[src/rtl/key_debounce_conditioner.sv]
// Synchronises and debounces active-low pushbuttons; emits clean levels plus press/release strobes.
// Latency: 2 + DEBOUNCE_CYCLES cycles from a clean raw edge; no backpressure (free-running strobes).
// Optional auto-repeat of key_press while held: define KEY_AUTOREPEAT_EN.
module key_debounce_conditioner #(
  parameter int NUM_KEYS             = 3,
  parameter int DEBOUNCE_CYCLES      = 500000,
  parameter int REPEAT_DELAY_CYCLES  = 25000000,
  parameter int REPEAT_PERIOD_CYCLES = 5000000
) (
  input  logic                clk_clk,
  input  logic                reset_reset,
  input  logic [NUM_KEYS-1:0] key_raw_n,
  output logic [NUM_KEYS-1:0] keys_level_n,
  output logic [NUM_KEYS-1:0] key_press,
  output logic [NUM_KEYS-1:0] key_release
);

  localparam int CW = $clog2(DEBOUNCE_CYCLES);
  localparam logic [CW-1:0] CNT_LAST = CW'(DEBOUNCE_CYCLES - 1);

  typedef enum logic [1:0] {UP, PRESS_PEND, DOWN, REL_PEND} state_t;

  logic [NUM_KEYS-1:0] sync_q1;
  logic [NUM_KEYS-1:0] sync_q2;

  always_ff @(posedge clk_clk) begin
    if (reset_reset) begin
      sync_q1 <= '1;
      sync_q2 <= '1;
    end else begin
      sync_q1 <= key_raw_n;
      sync_q2 <= sync_q1;
    end
  end

  for (genvar i = 0; i < NUM_KEYS; i++) begin : g_key
    state_t          state;
    logic [CW-1:0]   cnt;
    logic            level_q;
    logic            press_q;
    logic            rel_q;
    logic            s;

    assign s = sync_q2[i];

`ifdef KEY_AUTOREPEAT_EN
    localparam int RPT_MAX = (REPEAT_DELAY_CYCLES > REPEAT_PERIOD_CYCLES) ?
                             REPEAT_DELAY_CYCLES : REPEAT_PERIOD_CYCLES;
    localparam int RW = $clog2(RPT_MAX + 1);
    localparam logic [RW-1:0] DLY_LAST = RW'(REPEAT_DELAY_CYCLES - 1);
    localparam logic [RW-1:0] PER_LAST = RW'(REPEAT_PERIOD_CYCLES - 1);

    logic [RW-1:0] rpt;
    logic          rpt_armed;
    logic          rpt_hit;

    // First repeat waits the long delay, later ones use the short period.
    assign rpt_hit = rpt_armed ? (rpt == PER_LAST) : (rpt == DLY_LAST);
`endif

    always_ff @(posedge clk_clk) begin
      if (reset_reset) begin
        state   <= UP;
        cnt     <= '0;
        level_q <= 1'b1;
        press_q <= 1'b0;
        rel_q   <= 1'b0;
`ifdef KEY_AUTOREPEAT_EN
        rpt       <= '0;
        rpt_armed <= 1'b0;
`endif
      end else begin
        press_q <= 1'b0;
        rel_q   <= 1'b0;
        case (state)
          UP: begin
            if (!s) begin
              state <= PRESS_PEND;
              cnt   <= CW'(1);
            end
          end
          PRESS_PEND: begin
            if (s) begin
              state <= UP;
              cnt   <= '0;
            end else if (cnt == CNT_LAST) begin
              state   <= DOWN;
              cnt     <= '0;
              level_q <= 1'b0;
              press_q <= 1'b1;
            end else begin
              cnt <= cnt + CW'(1);
            end
          end
          DOWN: begin
            if (s) begin
              state <= REL_PEND;
              cnt   <= CW'(1);
            end
`ifdef KEY_AUTOREPEAT_EN
            else if (rpt_hit) begin
              press_q   <= 1'b1;
              rpt       <= '0;
              rpt_armed <= 1'b1;
            end else begin
              rpt <= rpt + RW'(1);
            end
`endif
          end
          REL_PEND: begin
            if (!s) begin
              state <= DOWN;
              cnt   <= '0;
            end else if (cnt == CNT_LAST) begin
              state   <= UP;
              cnt     <= '0;
              level_q <= 1'b1;
              rel_q   <= 1'b1;
`ifdef KEY_AUTOREPEAT_EN
              rpt       <= '0;
              rpt_armed <= 1'b0;
`endif
            end else begin
              cnt <= cnt + CW'(1);
            end
          end
          default: begin
            state <= UP;
            cnt   <= '0;
          end
        endcase
      end
    end

    assign keys_level_n[i] = level_q;
    assign key_press[i]    = press_q;
    assign key_release[i]  = rel_q;
  end

endmodule
[config.mk]
export PLATFORM = sky130hd
export DESIGN_NAME = key_debounce_conditioner
export DESIGN_NICKNAME = d
export VERILOG_FILES = /design/src/rtl/key_debounce_conditioner.sv
export SDC_FILE = /design/constraint.sdc
export NUM_CORES = 1
export LEC_CHECK = 0
export ABC_AREA = 1
export CAP_MARGIN = 20
export CORE_ASPECT_RATIO = 1.25
export CORE_MARGIN = 10
export CORE_UTILIZATION = 40
export CTS_BUF_LIST = sky130_fd_sc_hd__clkbuf_4 sky130_fd_sc_hd__clkbuf_8
export DETAILED_ROUTE_END_ITERATION = 12
export PLACE_DENSITY = 0.55
export SLEW_MARGIN = 0
export SYNTH_ARGS = -nofsm -noshare
export SYNTH_HDL_FRONTEND = slang
export SYNTH_SLANG_ARGS = --single-unit
[constraint.sdc]
create_clock -name clk_clk -period 1.4 [get_ports clk_clk]
set_input_delay 0.21 -clock clk_clk [delete_from_list [all_inputs] [get_ports clk_clk]]
set_output_delay 0.21 -clock clk_clk [all_outputs]
set_load 0.05 [all_outputs]
==> impl_metrics.env, run 1 <==
export IMPL_outcome="finished, violations left"
export IMPL_violations="negative setup slack"
export IMPL_fin_area_um2=5950
export IMPL_cts_tree="done"
export IMPL_top_usage_layer="met2"
export IMPL_grt_antenna_before_repair=0
export IMPL_tns_ns=-0.362
export IMPL_p_int_w=0.00333
export IMPL_syn_nets=640
export IMPL_cts_sinks=78
export IMPL_overflow=0
export IMPL_nNetsFinal=729
export IMPL_dieArea_um2=15100
export IMPL_fmax_mhz=682
export IMPL_ys_ff_latch=78
export IMPL_drive_above_1_share_pct=39.3
export IMPL_drc=0
export IMPL_setup_viol=16
export IMPL_combPwrFrac_pct=12.4
export IMPL_globalRouteTotalUtil_pct=13.9
export IMPL_num_vias=4261
export IMPL_gp_congestion=0.864
export IMPL_drv_slew=0
export IMPL_dieWidth_um=112
export IMPL_p_switching_w=0.00131
export IMPL_grt_max_degree=25
export IMPL_fin_ws_ns=-0.0658
export IMPL_area_growth_pct=40.6
export IMPL_antenna_cells=0
export IMPL_synthTopCellsByArea="dfxtp_1 37%, nand2_1 14%, nor2_1 6.3%"
export IMPL_fin_crit_sh_pct=105
export IMPL_hold_violations=0
export IMPL_drt_pass1_iterations=4
export IMPL_timing_worst_setup_path_type="flop to flop"
export IMPL_portBuffers=13
export IMPL_rsz0062_at_grt="true"
export IMPL_hpwl_um=7220
export IMPL_clkTransAtPathRegs_ns=0.09
export IMPL_drt_iter0_drc=207
export IMPL_clk_latency_ns=0.37
export IMPL_synth_top_area_cell="dfxtp_1"
export IMPL_vias_per_cell=4.98
export IMPL_cp_end_kind="flop"
export IMPL_cp_required_ns=1.67
export IMPL_dp_cells=815
export IMPL_maxCapViolCount=0
export IMPL_clockBufferDepth=2
export IMPL_swShare_pct=28.2
export IMPL_synth_top_area_share_pct=36.9
export IMPL_use_met3_pct=3.28
export IMPL_std_cell_rows=41
export IMPL_synth_warnings=0
export IMPL_tightest_slew_ns=0.273
export IMPL_clock_skew_ns=0.00775
export IMPL_fin_cells=855
export IMPL_use_met2_pct=23.7
export IMPL_syn_inst=632
export IMPL_synthDistinctLibCells=43
export IMPL_die_y_um=135
export IMPL_start_kind="flop"
export IMPL_grt_pass1_vias=4066
export IMPL_seq_power_share_pct=49.6
export IMPL_power_density_nw_per_um2=780
export IMPL_ir_drop_mv=0.431
export IMPL_synth_avg_cell_area_um2=6.70
export IMPL_cp_max_fo=5
export IMPL_met1_usage_pct=16.4
export IMPL_placedInstanceArea_um2=4980
export IMPL_cts_root_buffer="clkbuf_8"
export IMPL_arrival_ns=1.73
export IMPL_start_util_pct=41.5
export IMPL_syn_area_um2=4230
export IMPL_wire_per_inst_um=12.5
export IMPL_grt_first_pass_wirelength_um=17900
export IMPL_p_clk_share_pct=38.0
export IMPL_io_pins=14
export IMPL_hp_class="primary input to flop"
export IMPL_h_tree_depth=3
export IMPL_fin_crit_ns=1.47
export IMPL_wirelength_um=10700
export IMPL_cts_buffers=9
export IMPL_coreArea_um2=10200
export IMPL_ant_nets=0
export IMPL_yosysSeqAreaShare_pct=36.9
export IMPL_max_slew_margin_pct=81.8
export IMPL_leakagePower_nw=2.39
power groups by stage:
stage               registers (W)  logic, W  clock network, W
detailed placement        0.00235  0.000449                 0
floorplan                 0.00235  0.000264                 0
CTS                       0.00230  0.000485           0.00184
global placement          0.00235  0.000449                 0
finish                    0.00230  0.000577           0.00176
global route              0.00231  0.000635           0.00193
cell families after synthesis:
group | after synthesis | share of synthesized area [%]
buf+inv | 106 | 10.9
fa+ha+maj | 3 | 0.887
simple gates | 344 | 37.7
flops | 78 | 36.9
compound gates | 92 | 11.7
xor+xnor | 9 | 1.86
metrics by stage:
| stage | utilization (%) | hold WS [ns] | total power (W) | setup WS, ns |
|---|---|---|---|---|
| 2_1_floorplan | - | 0.287 | 0.00261 | 0.0000223 |
| 3_3_place_gp | 48.8 | 0.394 | 0.00280 | -0.125 |
| 3_5_place_dp | 48.8 | 0.395 | 0.00280 | -0.0902 |
| 4_1_cts | 52.8 | 0.0870 | 0.00462 | -0.0405 |
| 5_1_grt | 58.3 | 0.117 | 0.00488 | -0.160 |
| 6_report | 58.3 | 0.123 | 0.00464 | -0.0658 |
Yosys cell counts (all sizes together):
| master | n |
|---|---|
| dfxtp | 78 |
| nand3b | 3 |
| nor3 | 8 |
| clkbuf | 6 |
| a21o | 1 |
| xor2 | 7 |
| nand3 | 57 |
| o21ai | 31 |
| ha | 3 |
| a41oi | 1 |
| a31oi | 1 |
| a21oi | 50 |
| nand4 | 15 |
| nor4 | 2 |
| o211ai | 2 |
| xnor2 | 2 |
| clkinv | 2 |
| nor2 | 81 |
| o21bai | 2 |
| inv | 80 |
| o22ai | 2 |
| a221oi | 2 |
| buf | 18 |
| or2 | 11 |
| nand2 | 167 |
final cells by class:
class,instances,area [µm²]
Timing Repair Buffer,102,938
Tap cell,129,161
Clock inverter,7,82.6
Clock buffer,9,124
Multi-Input combinational cell,448,2700
Sequential cell,78,1610
Fill cell,918,4260
Inverter,82,335
path summary, 6_finish.rpt:
path | startpoint | end | slack [ns] | cells past startpoint
worst max-delay path | g_key[2].cnt[0] | g_key[2].cnt[18] | -0.07 | 8
worst min-delay path | reset_reset | g_key[0].press_q | 0.12 | 2
worst max register to register | g_key[2].cnt[0] | g_key[2].cnt[18] | -0.07 | 8
worst min register to register | sync_q1[2] | sync_q2[2] | 0.41 | 1
timing repair:
action | in CTS | in global routing
buffers inserted | 9 | 16
setup endpoints to repair | 52 | 65
pin swaps | 8 | 47
resized for setup | 39 | 144
hold buffers | 0 | 0
per-layer routing:
metal | wire length [µm] | share of wire [%] | vias up
li1 | - | - | 2203
met1 | 4840 | 45 | 1987
met2 | 5380 | 50 | 54
met3 | 322 | 3.0 | 17
met4 | 175 | 1.6 | 0
met5 | 0 | 0 | -
cells in the final DEF, fill, tap and decap left out, drive strengths merged, types with 3 or more instances in the layout:
cell,instances
nand2,167
buf,99
inv,82
nor2,81
dfxtp,78
nand3,57
a21oi,50
o21ai,31
nand4,15
or2,11
clkbuf,9
nor3,8
xor2,7
clkinv,4
nand3b,3
ha,3
clkdlybuf4s50,3
critical path, cell delays in order, from the launching register on:
cell and delay (ns):
dfxtp_4 0.37, ha_4 0.14, nand2_4 0.05, nor2_4 0.11
nand2_2 0.09, nor3_4 0.23, nand3_2 0.13, o21ai_2 0.17
a21oi_2 0.06
registers in the layout (all words and copies together), names as in the netlist, named ones only:
name	flops
g_key.cnt	57
g_key.level_q	3
g_key.press_q	3
g_key.rel_q	3
g_key.state	3
sync_q1	3
sync_q2	3
Note: power is estimated with default switching activity, not from simulation.
==> inputs of run 2 (changes only) <==
Settings changed: GPL_TIMING_DRIVEN from default to 0.
==> run 2 against run 1 <==
Largest cell class unchanged. Critical endpoint is now g_key[2].cnt[14]. Sequential share of layout area increased by 0.083 points. Clock skew increased by 0.0041 ns. The run still ends with negative setup slack left. Via count increased by 1.7%. Sequential cell count unchanged.
==> impl_metrics.env, run 2 (synthesis gave the netlist of run 1 again) <==
export IMPL_outcome="finished, violations left"
export IMPL_violations="negative setup slack"
export IMPL_drt_pass1_iterations=4
export IMPL_cts_tree="done"
export IMPL_h_tree_depth=3
export IMPL_cp_num_buf_inv=1
export IMPL_clockBufferDepth=2
export IMPL_cts_sinks=78
export IMPL_most_common_layout_cells="130 x nand2_1, 60 x inv_1, 56 x buf_4, 48 x nor2_1, 38 x dfxtp_1"
export IMPL_max_slew_margin_pct=75.0
export IMPL_antenna_cells=0
export IMPL_drt_iter0_drc=199
export IMPL_portBuffers=13
export IMPL_rr_worst_depth=10
export IMPL_cp_max_fo=4
export IMPL_path_depth=10
export IMPL_fin_crit_sh_pct=111
export IMPL_place_ws_ns=-0.635
export IMPL_hp_class="primary input to flop"
export IMPL_max_stage_delay_ns=0.38
export IMPL_num_vias=4334
export IMPL_setup_viol=41
export IMPL_vias_per_cell=5.12
export IMPL_cp_required_ns=1.70
export IMPL_tns_ns=-1.95
export IMPL_fmax_mhz=646
export IMPL_fin_crit_ns=1.55
export IMPL_fin_ws_ns=-0.148
export IMPL_maxCapViolCount=0
export IMPL_hold_depth=2
export IMPL_timing_worst_setup_path_type="flop to flop"
export IMPL_hold_violations=0
export IMPL_drive_above_1_share_pct=43.5
export IMPL_grt_max_degree=15
export IMPL_coreArea_um2=10200
export IMPL_wire_per_inst_um=13.9
export IMPL_start_util_pct=41.5
export IMPL_dieWidth_um=112
export IMPL_std_cell_rows=41
export IMPL_critical_path_slowest_cell="dfxtp_4"
export IMPL_clk_latency_ns=0.37
export IMPL_cts_root_buffer="clkbuf_8"
export IMPL_grt_pass1_vias=4001
export IMPL_nNetsFinal=721
export IMPL_gp_congestion=0.852
export IMPL_cts_buffers=9
export IMPL_io_pins=14
export IMPL_final_common_cell="nand2_1"
export IMPL_leakagePower_nw=2.40
export IMPL_largest_reg_flops=57
export IMPL_wirelength_um=11800
export IMPL_whs_ns=0.394
export IMPL_overflow=0
export IMPL_area_growth_pct=42.4
export IMPL_die_y_um=135
export IMPL_drc=0
export IMPL_grt_antenna_before_repair=0
export IMPL_globalRouteTotalUtil_pct=14.9
export IMPL_dieArea_um2=15100
export IMPL_ir_drop_mv=0.544
export IMPL_critPathTopFamily="simple AND/OR/NAND/NOR gates"
export IMPL_start_kind="flop"
export IMPL_grt_first_pass_wirelength_um=18900
export IMPL_clkTransAtPathRegs_ns=0.09
export IMPL_arrival_ns=1.85
export IMPL_cts_hold_buf=0
export IMPL_drv_slew=0
export IMPL_regMostFlops="g_key.cnt"
export IMPL_dp_cells=774
export IMPL_hpwl_um=7540
export IMPL_ant_nets=0
export IMPL_rsz0062_at_grt="true"
export IMPL_fin_cells=847
export IMPL_cp_end_kind="flop"
export IMPL_crit_chain="ha_4 > nand2_4 > nor2_4 > nand2_4 > nor3_4 > buf_4 > nand3_2 > nand2_1 > nand2_1 > nor2_1"
export IMPL_power_density_nw_per_um2=788
export IMPL_tightest_slew_ns=0.375
export IMPL_clock_skew_ns=0.0118
==> run 2: cell count changes in the layout (fill, tap and decap cells not counted), sizes merged <==
cell / change
clkdlybuf4s50: +1
clkdlybuf4s18: +1
clkbuf: +9
buf: -20
clkinvlp: -1
clkinv: -1
clkdlybuf4s15: +3
==> run 2: worst paths after layout <==
check	from	to	slack [ns]
setup / recovery	g_key[2].cnt[0]	g_key[2].cnt[14]	-0.15
hold / removal	key_raw_n[2]	sync_q1[2]	0.39
setup reg to reg	g_key[2].cnt[0]	g_key[2].cnt[14]	-0.15
hold reg to reg	sync_q1[0]	sync_q2[0]	0.42
==> run 2: what timing repair did <==
| item | CTS | global route |
|---|---|---|
| setup endpoints to repair | 77 | 71 |
| cloned | 2 | 0 |
| resized for setup | 147 | 148 |
| setup buffers | 40 | 16 |
| pin swaps | 35 | 54 |
==> run 2: final cells by class <==
class / instances / area (µm²)
Multi-Input combinational cell: 448 / 2850
Inverter: 82 / 357
Clock inverter: 5 / 65.1
Sequential cell: 78 / 1640
Tap cell: 129 / 161
Clock buffer: 11 / 151
Buffer: 23 / 170
Fill cell: 952 / 4180
Timing Repair Buffer: 71 / 636
==> run 2: power breakdown <==
| group | internal, W | switching [W] | leakage [nW] |
|---|---|---|---|
| sequential | 0.00225 | 0.0000505 | 0.651 |
| combinational | 0.000225 | 0.000369 | 1.64 |
| clock | 0.000940 | 0.000910 | 0.111 |
| total | 0.00342 | 0.00133 | 2.40 |
==> run 2: routing by layer <==
layer  vias to the layer above  share of wire, %  GRT usage (%)
met1                      2046                45           18.2
met2                        70                50           25.1
li1                       2203                 -              -
met4                         0               1.8           6.64
met3                        15               3.3           2.48
met5                         -                 0              0
==> run 2: worst reg2reg max path: stages, from the launching register on <==
cell and delay (ns):
dfxtp_4 0.38, ha_4 0.14, nand2_4 0.05, nor2_4 0.14, nand2_4 0.08, nor3_4 0.27
buf_4 0.16, nand3_2 0.05, nand2_1 0.06, nand2_1 0.04, nor2_1 0.09
==> run 2: metrics by stage <==
step	power [W]	area [µm²]	util, %
CTS	0.00472	5450	53.4
detailed placement	0.00275	4550	44.5
global route	0.00496	6030	59.0
finish	0.00475	6030	59.0
floorplan	0.00261	4250	-
global placement	0.00275	4550	44.5
==> inputs of run 3 (changes only) <==
Settings changed: CORE_MARGIN 10 to 2.
==> run 3 against run 2 <==
The run still ends with negative setup slack left. Utilization is 1.6 points lower. Sequential cell count is the same. Die area fell by 24%. Sequential power is essentially flat. Critical endpoint is now g_key[1].cnt[14].
==> impl_metrics.env, run 3 (synthesis gave the netlist of run 1 again) <==
export IMPL_regMostFlops="g_key.cnt"
export IMPL_fin_ws_ns=-0.0517
export IMPL_maxCapViolCount=0
export IMPL_die_y_um=119
export IMPL_fin_cells=849
export IMPL_place_ws_ns=-0.655
export IMPL_drive_above_1_share_pct=43.2
export IMPL_largest_reg_flops=57
export IMPL_clockBufferDepth=2
export IMPL_tightest_slew_ns=0.603
export IMPL_coreArea_um2=10500
export IMPL_nNetsFinal=720
export IMPL_max_stage_delay_ns=0.38
export IMPL_area_growth_pct=41.8
export IMPL_fin_util_pct=57.4
export IMPL_power_w=0.00486
export IMPL_cts_root_buffer="clkbuf_8"
export IMPL_start_kind="flop"
export IMPL_leakagePower_nw=2.43
export IMPL_clkTransAtPathRegs_ns=0.09
export IMPL_timing_worst_setup_path_type="flop to flop"
export IMPL_cts_buffers=9
export IMPL_ir_drop_mv=0.553
export IMPL_outcome="finished, violations left"
export IMPL_hp_class="primary input to flop"
export IMPL_fmax_mhz=689
export IMPL_ant_nets=0
export IMPL_portBuffers=13
export IMPL_globalRouteTotalUtil_pct=20.7
export IMPL_max_slew_margin_pct=59.8
export IMPL_clock_skew_ns=0.0134
export IMPL_critical_path_slowest_cell="dfxtp_4"
export IMPL_crit_chain="buf_6 > nand3_4 > nor2_4 > buf_6 > nand3_4 > nor2_1 > nand2_1 > nand3_1 > a21oi_1"
export IMPL_cts_hold_buf=0
export IMPL_cts_tree="done"
export IMPL_io_pins=14
export IMPL_dieArea_um2=11400
export IMPL_top_usage_layer="met2"
export IMPL_cp_required_ns=1.63
export IMPL_final_common_cell="nand2_1"
export IMPL_clk_latency_ns=0.36
export IMPL_use_met3_pct=3.80
export IMPL_num_vias=4296
export IMPL_fill_cells=954
export IMPL_cp_max_fo=4
export IMPL_cts_sinks=78
export IMPL_violations="negative setup slack"
export IMPL_dp_cells=777
export IMPL_cp_end_kind="flop"
export IMPL_most_common_layout_cells="127 x nand2_1, 54 x inv_1, 51 x nor2_1, 49 x buf_4"
export IMPL_overflow=0
export IMPL_antenna_cells=0
export IMPL_rsz0062_at_grt="true"
export IMPL_power_density_nw_per_um2=809
export IMPL_met1_usage_pct=26.8
export IMPL_drc=0
export IMPL_vias_per_cell=5.06
export IMPL_fin_crit_ns=1.45
export IMPL_grt_max_degree=15
export IMPL_dieWidth_um=96.0
export IMPL_std_cell_rows=42
export IMPL_start_util_pct=40.5
export IMPL_drv_slew=0
export IMPL_wirelength_um=11700
export IMPL_arrival_ns=1.69
export IMPL_wire_per_inst_um=13.8
export IMPL_regToRegSetupSlack_ns=-0.05
export IMPL_fin_crit_sh_pct=104
export IMPL_gp_congestion=0.873
export IMPL_h_tree_depth=3
export IMPL_grt_first_pass_wirelength_um=18600
export IMPL_grt_pass1_vias=3944
export IMPL_hold_violations=0
export IMPL_drt_iter0_drc=188
export IMPL_hpwl_um=7270
export IMPL_use_met2_pct=34.4
export IMPL_grt_antenna_before_repair=0
export IMPL_setup_viol=32
export IMPL_drt_pass1_iterations=5
## run 3: routing by layer
layer | share of wire [%] | vias up
met5 | 0 | -
met4 | 2.0 | 0
met3 | 3.7 | 21
met2 | 51 | 73
met1 | 44 | 2010
li1 | - | 2192
## run 3: critical path, delay by kind of cell, from the launching register on
| family | cells | cell delay (ns) |
|---|---|---|
| buf+inv | 2 | 0.24 |
| flops | 1 | 0.38 |
| compound gates | 1 | 0.07 |
| simple gates | 6 | 0.64 |
## run 3: final timing paths
check	from	end	depth (start not counted)
min reg2reg	sync_q1[2]	sync_q2[2]	1
min	key_raw_n[0]	sync_q1[0]	2
max	g_key[1].cnt[5]	g_key[1].cnt[14]	9
max reg2reg	g_key[1].cnt[5]	g_key[1].cnt[14]	9
## run 3: report_power, final
group          internal, W  switching (W)  leakage, nW
combinational     0.000227       0.000365         1.65
sequential         0.00225      0.0000487        0.656
clock              0.00107       0.000895        0.118
total              0.00355        0.00131         2.43
## run 3: final cells by class
class                      count  area [µm²]  share of cell area [%]
multi-input combinational    448        2760                    45.9
sequential                    78        1650                    27.4
timing repair buffer          70         691                    11.5
inverter                      82         344                    5.73
buffer                        23         169                    2.81
tap                          132         165                    2.75
clock buffer                  10         138                    2.29
clock inverter                 6        93.8                    1.56
## run 3: metrics by stage
step	area, µm²	hold slack, ns	setup TNS, ns
global route	6000	0.407	-5.12
detailed placement	4550	0.397	-32.56
CTS	5400	0.404	-0.956
global placement	4550	0.394	-30.88
floorplan	4250	0.287	0
finish	6000	0.416	-0.804
## run 3: timing repair
item | CTS | global route
gates resized for setup | 132 | 150
endpoints found under the setup margin | 76 | 70
setup buffers | 31 | 25
pin swaps | 27 | 60
cloned | 2 | 0
==> edit: new RTL, settings of run 2 <==
Make the reset (`reset_reset`) asynchronous in 2 clocked blocks.
--- a/src/rtl/key_debounce_conditioner.sv
+++ b/src/rtl/key_debounce_conditioner.sv
@@ -24,5 +24,5 @@
   logic [NUM_KEYS-1:0] sync_q2;
 
-  always_ff @(posedge clk_clk) begin
+  always_ff @(posedge clk_clk or posedge reset_reset) begin
     if (reset_reset) begin
       sync_q1 <= '1;
@@ -59,5 +59,5 @@
 `endif
 
-    always_ff @(posedge clk_clk) begin
+    always_ff @(posedge clk_clk or posedge reset_reset) begin
       if (reset_reset) begin
         state   <= UP;
Formal check against the unedited RTL: same outputs for any inputs over 10 cycles, from zero or initial values and one cycle with reset_reset high; that may be too few to reach the edited logic, so the function may still have changed.
==> edit against run 2 <==
The flow still finishes with violations (setup timing). Sequential share of layout area rose by 7.0 points. Critical endpoint is now g_key[0].cnt[4]. Largest cell class unchanged. Non-clock buffer count fell by 21. Worst setup slack got worse by 0.013 ns. Wire length fell by 6.5%. Fmax fell by 0.83%. Sequential cell count did not move. Via count fell by 8.6%. Final area fell by 3.9%. Area after synthesis rose by 2.6%.
Power is not compared: it rests on default switching activity, and its combinational part moved more than twofold at a synthesized area within 25%.
==> edit: results (changes against run 2) <==
| Metric | Value |
|---|---|
| Mux contribution to synthesized area | 0.002305 (was 0) |
| Post-synth top cells | nand2_1 (145), dfrtp_1 (69), nor2_1 (67), inv_1 (66), nand3_1 (50) (was nand2_1 (156), dfxtp_1 (78), nor2_1 (71), inv_1 (69), nand3_1 (53)) |
| Post-synthesis compound-gate area fraction | 0.08501 (was 0.1171) |
| Final net count | 647 (was 721) |
| CP arrival | 1.79 ns (was 1.85 ns) |
| Adder-Cell Fraction of Synth Area | 0.008646 (was 0.008868) |
| DRT Wirelength | 11010 um (was 11780 um) |
| Ys Warns | 0 (unchanged) |
| CP max-delay cell | dfrtp_1 (was dfxtp_4) |
| Worst-Margin Slew | 0.4454 ns (was 0.3753 ns) |
| Setup crit end | g_key[0].cnt[4] (was g_key[2].cnt[14]) |
| Max incr delay on CP | 0.40 ns (was 0.38 ns) |
| RePlAce Congestion | 0.8752 (was 0.8517) |
| Leakage | 2.420 nW |
| Synth area leaders | dfrtp_1 (40%), nand2_1 (13%), nor2_1 (5.8%) (was dfxtp_1 (37%), nand2_1 (14%), nor2_1 (6.3%)) |
| Layout Skew | 0.006607 ns (was 0.01181 ns) |
| # placed instances | 715 (was 774) |
| DRT iter0 DRCs | 126 (was 199) |
| Top reg by flops | g_key.cnt (unchanged) |
| Hold Crit Class | input pin to async pin (was input pin to flip-flop) |
| # setup viols final | 56 (was 41) |
| Number of distinct library cells after synthesis | 35 (was 43) |
| Area after DPL | 0.004698 mm2 (was 0.004546 mm2) |
| Reg2reg start | g_key[0].cnt[1] (was g_key[2].cnt[0]) |
| Cell Int Power | 4.268 mW |
| Setup ws final | -0.1606 ns (was -0.1475 ns) |
| Clk_lat worst skew | 0.35 ns (was 0.37 ns) |
| Fill cell count | 978 (was 952) |
| Largest family of logic cells by synthesized area | simple AND/OR/NAND/NOR gates (unchanged) |
| Total GRT Usage | 0.1385 (was 0.1493) |
| Vias | 3962 (was 4334) |
| Critical-path maximum fanout | 6 (was 4) |
| Seq/Total Area, Yosys | 0.4522 (was 0.3689) |
| Ys async rst share | 1.000 (was 0) |
| Diodes inserted | 0 (unchanged) |
| Worst Reg2Reg Path Length in Cells | 7 (was 10) |
| Dpl ws | -0.2586 ns (was -0.6355 ns) |
| Max FFs per register | 57 (unchanged) |
| Ys flop type | dfrtp_1 (was dfxtp_1) |
| Failing checks | setup timing (unchanged) |
| Vias in the first global route | 3867 (was 4001) |
| Post-Syn Instances | 568 (was 632) |
| Sequential power | 2.69 mW |
| DR vias/cell | 5.106 (was 5.117) |
| Status | finished, violations left (unchanged) |
| XOR/XNOR share of the synthesized area | 0.05850 (was 0.01862) |
| First-pass GRT wire length | 17830 um (was 18870 um) |
| Largest net degree at the start of global routing | 37 (was 15) |
| Detail Placement HPWL | 6957 um (was 7543 um) |
| Share of layout cells above drive strength 1 | 0.3525 (was 0.4345) |
| Synth Net Count | 576 (was 640) |
==> edit: cell types whose count changed in the layout (fill, tap and decap cells not counted), moves of 11 or more <==
cell / change
xor2_1: +15
dfrtp_2: +11
dfxtp_2: -29
dfxtp_4: -11
a21oi_2: -16
dfxtp_1: -38
buf_4: -13
o21ai_1: +11
a21oi_1: -30
dfrtp_1: +58
==> edit: metrics by stage <==
stage / hold slack [ns] / util / total power, mW / setup TNS (ns)
3_5_place_dp: 0.3490 / 0.4426 / 4.125 / -12.44
6_report: 0.2082 / 0.5453 / 6.807 / -3.681
4_1_cts: 0.1991 / 0.5060 / 6.526 / -3.804
3_3_place_gp: 0.3481 / 0.4388 / 4.081 / -60.43
5_1_grt: 0.2376 / 0.5453 / 7.198 / -9.857
2_1_floorplan: 0.2145 / - / 3.687 / 0
==> edit: area by class of cell <==
type	instances	area, um2	area share
Buffer	15	115.1	0.01989
Clock buffer	10	131.4	0.02270
Clock inverter	6	61.31	0.01059
Inverter	70	277.8	0.04799
Multi-Input combinational cell	407	2552	0.4410
Sequential cell	78	1977	0.3415
Tap cell	132	165.2	0.02853
Timing Repair Buffer	58	508.0	0.08776
==> edit: critical path: cells and delay by family (launching register included) <==
family                   cells  cell delay, ns
AND/OR/NAND/NOR              3            0.31
flip-flops                   1            0.40
AO/OA/AOI/OAI                2            0.34
adder cells (fa/ha/maj)      1            0.19
buffers and inverters        1            0.18
==> edit: per-layer routing <==
layer	GRT usage	up-vias	wire length (um)
met5	0	-	0
met4	0.04590	0	208
met3	0.03086	14	377
met2	0.2401	54	5738
met1	0.1650	1937	4682
li1	-	1957	-
==> edit: repair_timing <==
item                                    4_1_cts  5_1_grt
resized for setup                           142       84
setup buffers                                25       16
endpoints found under the setup margin       75       73
cloned                                        4        0
pin swaps                                    32       36
